File: src/rtl/fix_pkg.sv
// Shared types and constants for the FIX tag=value field parser.
package fix_pkg;

  typedef enum logic [1:0] {
    ERR_NONE      = 2'd0,
    ERR_BAD_TAG   = 2'd1,
    ERR_TAG_OVF   = 2'd2,
    ERR_VAL_TRUNC = 2'd3
  } err_e;

  typedef enum logic [1:0] {
    S_TAG   = 2'd0,
    S_VALUE = 2'd1,
    S_SKIP  = 2'd2,
    S_EMIT  = 2'd3
  } state_e;

  localparam logic [7:0]  FIX_SOH          = 8'h01;
  localparam logic [7:0]  FIX_SEP          = 8'h3D;
  localparam int unsigned FIX_TAG_CHECKSUM = 10;

endpackage

File: src/rtl/fix_tag_accum.sv
// Decimal-to-binary tag accumulator; refuses a digit that would overflow TAG_W
// so the tag keeps the value it had when the error occurred.
module fix_tag_accum #(
  parameter int unsigned TAG_W = 16
) (
  input  logic             clk,
  input  logic             rst,
  input  logic             clr,
  input  logic             digit_valid,
  input  logic [3:0]       digit,
  output logic [TAG_W-1:0] tag,
  output logic             has_digit,
  output logic             ovf_c
);

  localparam int unsigned EXT_W = TAG_W + 4;

  logic [EXT_W-1:0] next_c;

  // tag*10 + digit never exceeds EXT_W bits for any TAG_W-bit tag
  assign next_c = EXT_W'(tag) * EXT_W'(10) + EXT_W'(digit);
  assign ovf_c  = |next_c[EXT_W-1:TAG_W];

  always_ff @(posedge clk) begin
    if (rst || clr) begin
      tag       <= '0;
      has_digit <= 1'b0;
    end else if (digit_valid && !ovf_c) begin
      tag       <= next_c[TAG_W-1:0];
      has_digit <= 1'b1;
    end
  end

endmodule

File: src/rtl/fix_field_parser.sv
// FIX byte-stream field parser: tag digits -> binary tag, value bytes -> buffer,
// one record per SOH-terminated field with error code and running checksum.
module fix_field_parser import fix_pkg::*; #(
  parameter int unsigned TAG_W       = 16,
  parameter int unsigned MAX_VAL_LEN = 32,
  parameter int unsigned LEN_W       = $clog2(MAX_VAL_LEN + 1),
  parameter logic [7:0]  SOH_CHAR    = FIX_SOH,
  parameter logic [7:0]  SEP_CHAR    = FIX_SEP
) (
  input  logic                     clk,
  input  logic                     rst,
  input  logic                     in_valid,
  output logic                     in_ready,
  input  logic [7:0]               in_data,
  output logic                     fld_valid,
  input  logic                     fld_ready,
  output logic [TAG_W-1:0]         fld_tag,
  output logic [LEN_W-1:0]         fld_len,
  output logic [8*MAX_VAL_LEN-1:0] fld_value,
  output logic [1:0]               fld_err,
  output logic [7:0]               fld_csum
);

  state_e                   state_q, state_d;
  logic                     accept_c, handshake_c;
  logic                     is_digit, is_sep, is_soh;
  logic                     digit_valid, store_c, err_set;
  err_e                     err_code;
  logic [TAG_W-1:0]         tag_q;
  logic                     has_digit, ovf_c;
  logic [LEN_W-1:0]         len_q;
  logic [8*MAX_VAL_LEN-1:0] buf_q;
  err_e                     err_q;
  logic [7:0]               sum_q, csum_q;
  logic                     first_q;
  logic                     valid_q;

  assign in_ready    = !rst && (state_q != S_EMIT);
  assign accept_c    = in_valid && in_ready;
  assign handshake_c = valid_q && fld_ready;
  assign is_digit    = (in_data >= 8'h30) && (in_data <= 8'h39);
  assign is_sep      = (in_data == SEP_CHAR);
  assign is_soh      = (in_data == SOH_CHAR);

  fix_tag_accum #(.TAG_W(TAG_W)) u_tag_accum (
    .clk         (clk),
    .rst         (rst),
    .clr         (handshake_c),
    .digit_valid (digit_valid),
    .digit       (in_data[3:0]),
    .tag         (tag_q),
    .has_digit   (has_digit),
    .ovf_c       (ovf_c)
  );

  // state register
  always_ff @(posedge clk) begin
    if (rst) state_q <= S_TAG;
    else     state_q <= state_d;
  end

  // next-state logic
  always_comb begin
    state_d = state_q;
    case (state_q)
      S_TAG: begin
        if (accept_c) begin
          if (is_digit) begin
            if (ovf_c) state_d = S_SKIP;
          end else if (is_sep) begin
            state_d = has_digit ? S_VALUE : S_SKIP;
          end else if (is_soh) begin
            state_d = S_EMIT;
          end else begin
            state_d = S_SKIP;
          end
        end
      end
      S_VALUE, S_SKIP: if (accept_c && is_soh) state_d = S_EMIT;
      S_EMIT:          if (fld_ready) state_d = S_TAG;
      default:         state_d = S_TAG;
    endcase
  end

  // datapath strobes decoded from state and the accepted byte
  always_comb begin
    digit_valid = 1'b0;
    store_c     = 1'b0;
    err_set     = 1'b0;
    err_code    = ERR_NONE;
    case (state_q)
      S_TAG: begin
        if (accept_c) begin
          if (is_digit) begin
            digit_valid = 1'b1;
            if (ovf_c) begin
              err_set  = 1'b1;
              err_code = ERR_TAG_OVF;
            end
          end else if (!(is_sep && has_digit)) begin
            err_set  = 1'b1;
            err_code = ERR_BAD_TAG;
          end
        end
      end
      S_VALUE: begin
        if (accept_c && !is_soh) begin
          if (32'(len_q) < MAX_VAL_LEN) begin
            store_c = 1'b1;
          end else begin
            err_set  = 1'b1;
            err_code = ERR_VAL_TRUNC;
          end
        end
      end
      default: ;
    endcase
  end

  // value buffer, error, checksum and record-valid registers
  always_ff @(posedge clk) begin
    if (rst) begin
      len_q   <= '0;
      buf_q   <= '0;
      err_q   <= ERR_NONE;
      sum_q   <= 8'h00;
      csum_q  <= 8'h00;
      first_q <= 1'b1;
      valid_q <= 1'b0;
    end else begin
      if (accept_c) begin
        sum_q <= sum_q + in_data;
        if (first_q) begin
          csum_q  <= sum_q;
          first_q <= 1'b0;
        end
        if (state_d == S_EMIT) valid_q <= 1'b1;
      end
      if (store_c) begin
        buf_q[32'(len_q)*8 +: 8] <= in_data;
        len_q                    <= len_q + LEN_W'(1);
      end
      if (err_set && (err_q == ERR_NONE)) err_q <= err_code;
      if (handshake_c) begin
        valid_q <= 1'b0;
        len_q   <= '0;
        buf_q   <= '0;
        err_q   <= ERR_NONE;
        first_q <= 1'b1;
        if ((tag_q == TAG_W'(FIX_TAG_CHECKSUM)) && (err_q == ERR_NONE)) sum_q <= 8'h00;
      end
    end
  end

  assign fld_valid = valid_q;
  assign fld_tag   = tag_q;
  assign fld_len   = len_q;
  assign fld_value = buf_q;
  assign fld_err   = err_q;
  assign fld_csum  = csum_q;

endmodule

File: config.mk
export PLATFORM = sky130hd
export DESIGN_NAME = fix_field_parser
export DESIGN_NICKNAME = d
export VERILOG_FILES = /design/src/rtl/fix_pkg.sv /design/src/rtl/fix_tag_accum.sv /design/src/rtl/fix_field_parser.sv
export SDC_FILE = /design/constraint.sdc
export NUM_CORES = 1
export LEC_CHECK = 0
export CAP_MARGIN = 20
export CORE_ASPECT_RATIO = 1.75
export CORE_UTILIZATION = 40
export DETAILED_ROUTE_END_ITERATION = 6
export PLACE_DENSITY = 0.66
export SLEW_MARGIN = 20
export SYNTH_ARGS = -nofsm -noshare
export SYNTH_HDL_FRONTEND = slang
export SYNTH_SLANG_ARGS = --single-unit
File: constraint.sdc
create_clock -name clk -period 6 [get_ports clk]
set_clock_uncertainty 0.2 [all_clocks]
set_input_delay 0.9 -clock clk [delete_from_list [all_inputs] [get_ports clk]]
set_output_delay 0.9 -clock clk [all_outputs]
set_load 0.1 [all_outputs]
# Word-level counts from Yosys, hierarchy flattened
# Index checks and enable logic that the tools add are counted.
# word_totals
regBits	301
in_bits	12
output_inout_bits	290
elab_cells	82
# op_classes
add_sub_neg	4
multipliers	1
n_lt_le_gt_ge	3
n_eq_ne	8
shift	2
muxes	33
reduce_logical	21
# ops
op	n
bitwise mux 256 bit	1
variable shift 8 x 34 -> 256 bit (first input constant)	1
indexed part select 8 x 34 -> 256 bit	1
negation 9 -> 34 bit	1
two-way mux 2 bit	12
two-way mux 8 bit	3
adder 20 x 4 -> 20 bit	1
multiplier 16 x 3 -> 19 bit (second input constant)	1
equality test 16 x 4 -> 1 bit (second input constant)	1
two-way mux 1 bit	14
logical AND 1 bit	10
adder 8 bit	1
equality test 8 x 1 -> 1 bit (second input constant)	1
equality test 8 x 6 -> 1 bit (second input constant)	1
>= comparator 8 x 6 -> 1 bit (second input constant)	1
less-or-equal comparator 8 x 6 -> 1 bit (second input constant)	1
adder 6 x 1 -> 6 bit (second input constant)	1
equality test 2 bit (second input constant)	3
< comparator 6 bit (second input constant)	1
one-hot mux 2 bit (3 select lines)	1
logical NOT 2 bit	2
one-hot mux 2 bit (2 select lines)	1
AND reduction 2 bit	2
OR reduction 2 bit	2
6 further kinds	8

# Longest topological paths before layout
# depth
word_depth	9
depth_mapped	15
depth_no_buf	12

# By module
# From an unflattened synthesis, not the netlist that was laid out.
# hier_totals
cells_unflattened	1441
area_unflattened_um2	12756.0
# modules_own_cells
module	n_inst	cells_each	area_each_um2	seq_area_each_um2
fix_field_parser	1	1198	10679.0	5685.5
fix_tag_accum	1	243	2077.0	340.3

# Worst setup path after synthesis
# Ideal clock, no wire load.
# synth_path
path_type	reg2reg
startpoint	register u_tag_accum.tag[3]
endpoint	register u_tag_accum.tag[10]
setup_time_ns	0.080
arrival_time_ns	4.343
required_time_ns	5.720
path_slack_ns	1.377
path_stages_with_launch	14
path_buffers	1
period_less_slack_ns	4.623
path_cell_list	dfxtp_1 ha_1 ha_1 fa_1 a211oi_2 nor2_1 o311ai_1 nand2_2 nand4bb_1 or4_4 a211oi_4 buf_6 nor2_1 a211oi_2
# synth_between
elab_chain_cells	5
# synth_lines
item	line_no	source
from (decl)	fix_tag_accum.sv:11	output logic [TAG_W-1:0] tag,
from (signal assigned)	fix_tag_accum.sv:29	tag <= next_c[TAG_W-1:0];
multiplier 16 x 3 -> 19 bit *	fix_tag_accum.sv:21	assign next_c = EXT_W'(tag) * EXT_W'(10) + EXT_W'(digit);
adder 20 x 4 -> 20 bit *	fix_tag_accum.sv:21	
OR reduction 4 bit	fix_tag_accum.sv:22	assign ovf_c = |next_c[EXT_W-1:TAG_W];
logical NOT 1 bit	fix_tag_accum.sv:28	end else if (digit_valid && !ovf_c) begin
logical AND 1 bit	fix_tag_accum.sv:28	
# Mark *: on every way between the ends. The rest lies on a longest branch, timed or not.
# A chain may end at the register's enable or synchronous reset.

# Worst setup path after layout
# layout_path
startpoint	input port rst
endpoint	register buf_q[71] (netlist: fld_value[71])
# layout_between
elab_chain_cells	6
elab_cells_between_ends	7
classes_between	mux: 2; reduce/logical: 5
# layout_lines
item	line_no	source
from (decl)	fix_field_parser.sv:11	input logic rst,
logical NOT 1 bit	fix_field_parser.sv:38	assign in_ready = !rst && (state_q != S_EMIT);
logical AND 1 bit	fix_field_parser.sv:38	
logical AND 1 bit	fix_field_parser.sv:39	assign accept_c = in_valid && in_ready;
logical AND 1 bit	fix_field_parser.sv:107	if (accept_c && !is_soh) begin
two-way mux 1 bit	fix_field_parser.sv:107	
two-way mux 1 bit	fix_field_parser.sv:91	case (state_q)
to (signal, indexed assignment)	fix_field_parser.sv:140	buf_q[32'(len_q)*8 +: 8] <= in_data;
to (decl)	fix_field_parser.sv:32	logic [8*MAX_VAL_LEN-1:0] buf_q;
# Several ways; a longest one is shown, not always the timed one.

==> flow_summary.json <==
{
  "nets": 1961,
  "synthArstFlopShare": 0,
  "critPathMaxStageDelay_ns": 0.65,
  "slew_viol_final": 0,
  "switchingPower_mw": 1.05,
  "dp_hpwl_um": 30800,
  "routedWlPerCell_um": 18.7,
  "outcome": "finished with violations",
  "ioPinCount": 302,
  "via_count": 12444,
  "yosys.area.top_type": "dfxtp_1",
  "final_cell_mix": "nor2_1 (413), dfxtp_1 (301), clkdlybuf4s50_1 (301)",
  "slew_headroom": 0.251,
  "cts_max_path_buffers": 3,
  "synth_area_um2": 13000,
  "worst_path_most_repeated_cell": "nor2_1",
  "end_kind": "flop",
  "comb_power_share": 0.078,
  "cap_violations": 0,
  "min_period_ns": 4.69,
  "r2r_setup_slack_ns": 1.47,
  "area_growth_syn_to_layout_pct": 32.3,
  "cts-root-buf": "clkbuf_16",
  "cts_made_buffers": 28,
  "grt_pass1_wl_um": 65900,
  "synth_edf_count": 0,
  "power_frac_seq": 0.476,
  "antenna_found_initial": 0,
  "fmax_mhz": 213,
  "violations": "design-rule violations",
  "power.leakage_nw": 6.19,
  "gp_congestion": 0.923,
  "tightest_slew_ns": 1.12,
  "path_cells": "clkdlybuf4s50_1 -> buf_4 -> nor2_1 -> and2_1 -> nand3_1 -> nor2_1 -> nand4_1 -> inv_1 -> nand3_1 -> mux2i_1 -> nor2_1",
  "ys_types": 56,
  "synth_top_area_share": 0.463,
  "drt_iter0_drc": 661,
  "critPathSlowestCell": "nand4_1",
  "arrival_ns": 4.89,
  "ff2ff_path_depth": 13,
  "path_clk_slew_ns": 0.07,
  "clock-sinks": 301,
  "post-cts-setup-buffers": 0,
  "die_x_um": 138,
  "cts_htree_levels": 1,
  "drt-total-wl_um": 43500,
  "power_frac_clock": 0.445,
  "io_buffers": 301,
  "drive_above_1_share": 0.0505,
  "viasPerCell": 5.36,
  "switching_share": 0.247,
  "ys_ff_latch": 301,
  "cts_resized": 0,
  "first_pass_iters": 7,
  "cp_max_fo": 20,
  "setup_tns_ns": 0,
  "clock_latency_ns": 0.56,
  "syn_avg_cell_area_um2": 7.79,
  "setup_violations": 0,
  "synth_cells": 1672,
  "grt_max_degree": 130,
  "dominantRegCellSynth": "dfxtp_1",
  "start_util": 0.406,
  "holdBufCountCts": 0,
  "hold_violations": 0,
  "peakVddDrop_mv": 0.262,
  "die_area_um2": 33300,
  "timing.rr.start": "u_tag_accum.tag[3]",
  "intPower_mw": 3.22,
  "critPathLaunchType": "primary input",
  "antenna_left": 0,
  "holdCritStartpoint": "fld_value[114]",
  "regToRegEndpoint": "u_tag_accum.tag[2]",
  "antennaDiodeCount": 0,
  "drc": 34,
  "min_period_over_period": 0.781,
  "holdPathStages": 2,
  "p_per_area_nw_per_um2": 248,
  "hold_class": "reg -> reg",
  "die_y_um": 241,
  "final_util": 0.537,
  "synthTopCellsByArea": "dfxtp_1 (46%), nor2_1 (12%), a21oi_1 (10%)",
  "whs_endpoint": "fld_value[114]",
  "grt_overflow": 0,
  "first_global_vias": 11697,
  "core_um2": 32100,
  "yosysWarnings": 0,
  "grt_setup_unrepaired": "false",
  "grt_usage": 0.254,
  "cts_tree": "done",
  "synth.yosys.seq_area_share": 0.463,
  "crit_type": "in -> reg",
  "syn-num-nets": 1731,
  "final_common_cell": "nor2_1",
  "crit_required_ns": 6.21,
  "fp-row-count": 87
}
[logic make-up (layout without fill, tap and decap cells)]
logic type               after synthesis  count (layout)  share of synthesized area
flip-flops                           301             301                      0.463
adder cells (fa/ha/maj)               47              47                     0.0469
buffers and inverters                139             389                     0.0412
AND/OR/NAND/NOR                      792             792                      0.265
XOR/XNOR                              36              36                     0.0242
multiplexers                          25              25                     0.0192
AO/OA/AOI/OAI                        332             332                      0.141
[power groups by stage]
stage | clock (mW) | combinational [mW] | sequential [mW]
floorplan | 0 | 0.193 | 2.12
global placement | 0 | 0.329 | 2.08
detailed placement | 0 | 0.333 | 2.08
CTS | 1.94 | 0.335 | 2.04
global route | 2.01 | 0.363 | 2.04
finish | 1.90 | 0.335 | 2.04
[through the flow]
stage	area, µm²	setup slack (ns)	hold WS [ns]	cells	power [mW]
4_1_cts	17200	1.34	0.261	2322	4.31
3_3_place_gp	16300	0.870	0.237	2272	2.41
2_1_floorplan	13000	1.38	0.231	1672	2.31
3_5_place_dp	16300	0.797	0.248	2272	2.41
6_report	17200	1.31	0.259	2322	4.27
5_1_grt	17200	0.873	0.279	2322	4.41
[cells in the mapped netlist (all sizes together), types with 3 or more instances]
master / n
a211oi: 11
nand3: 48
clkbuf: 110
nor3b: 9
mux2i: 25
inv: 21
nand2b: 7
and2: 9
dfxtp: 301
ha: 44
nand4: 9
o21ai: 20
buf: 8
xor2: 15
nor4b: 8
nor2: 413
xnor2: 21
nor2b: 3
a21oi: 271
fa: 3
a21o: 4
and3: 4
nor4: 7
or2: 17
or3: 3
nand2: 133
nor3: 117
o21bai: 5
[worst max-delay path by stage]
stage                       start                  end  slack [ns]  depth (start not counted)
5_1_grt                       rst        fld_value[71]        0.87                         11
3_5_place_dp                  rst        fld_value[64]        0.80                         11
4_1_cts                       rst        fld_value[71]        1.34                         11
2_1_floorplan  u_tag_accum.tag[3]  u_tag_accum.tag[10]        1.38                         13
6_report                      rst        fld_value[71]        1.31                         11
3_3_place_gp                  rst        fld_value[69]        0.87                         11
[area by class of cell]
type	count	area [µm²]
Inverter	21	78.8
Fill cell	3042	14900
Clock inverter	12	169
Multi-Input combinational cell	1232	6500
Sequential cell	301	6030
Timing Repair Buffer	318	3150
Tap cell	400	500
Clock buffer	38	810
[critical path, delay by kind of cell]
family,cells,cell delay (ns)
buffers and inverters,3,0.77
muxes,1,0.33
and+or+nand+nor,7,2.88
[registers in the layout, indices dropped and copies added, names as in the netlist]
register	count
sum_q	8
u_tag_accum.has_digit	1
fld_valid	1
u_tag_accum.tag	16
fld_len	6
fld_csum	8
fld_err	2
state_q	2
first_q	1
fld_value	256
[routing by layer]
| layer | vias to the layer above | wire (µm) | track usage |
|---|---|---|---|
| met5 | - | 0 | 0 |
| met4 | 0 | 2220 | 0.136 |
| met3 | 112 | 2810 | 0.0470 |
| met2 | 383 | 22500 | 0.479 |
| met1 | 5849 | 16000 | 0.265 |
| li1 | 6100 | - | - |
Note: power is estimated with default switching activity, not from simulation.
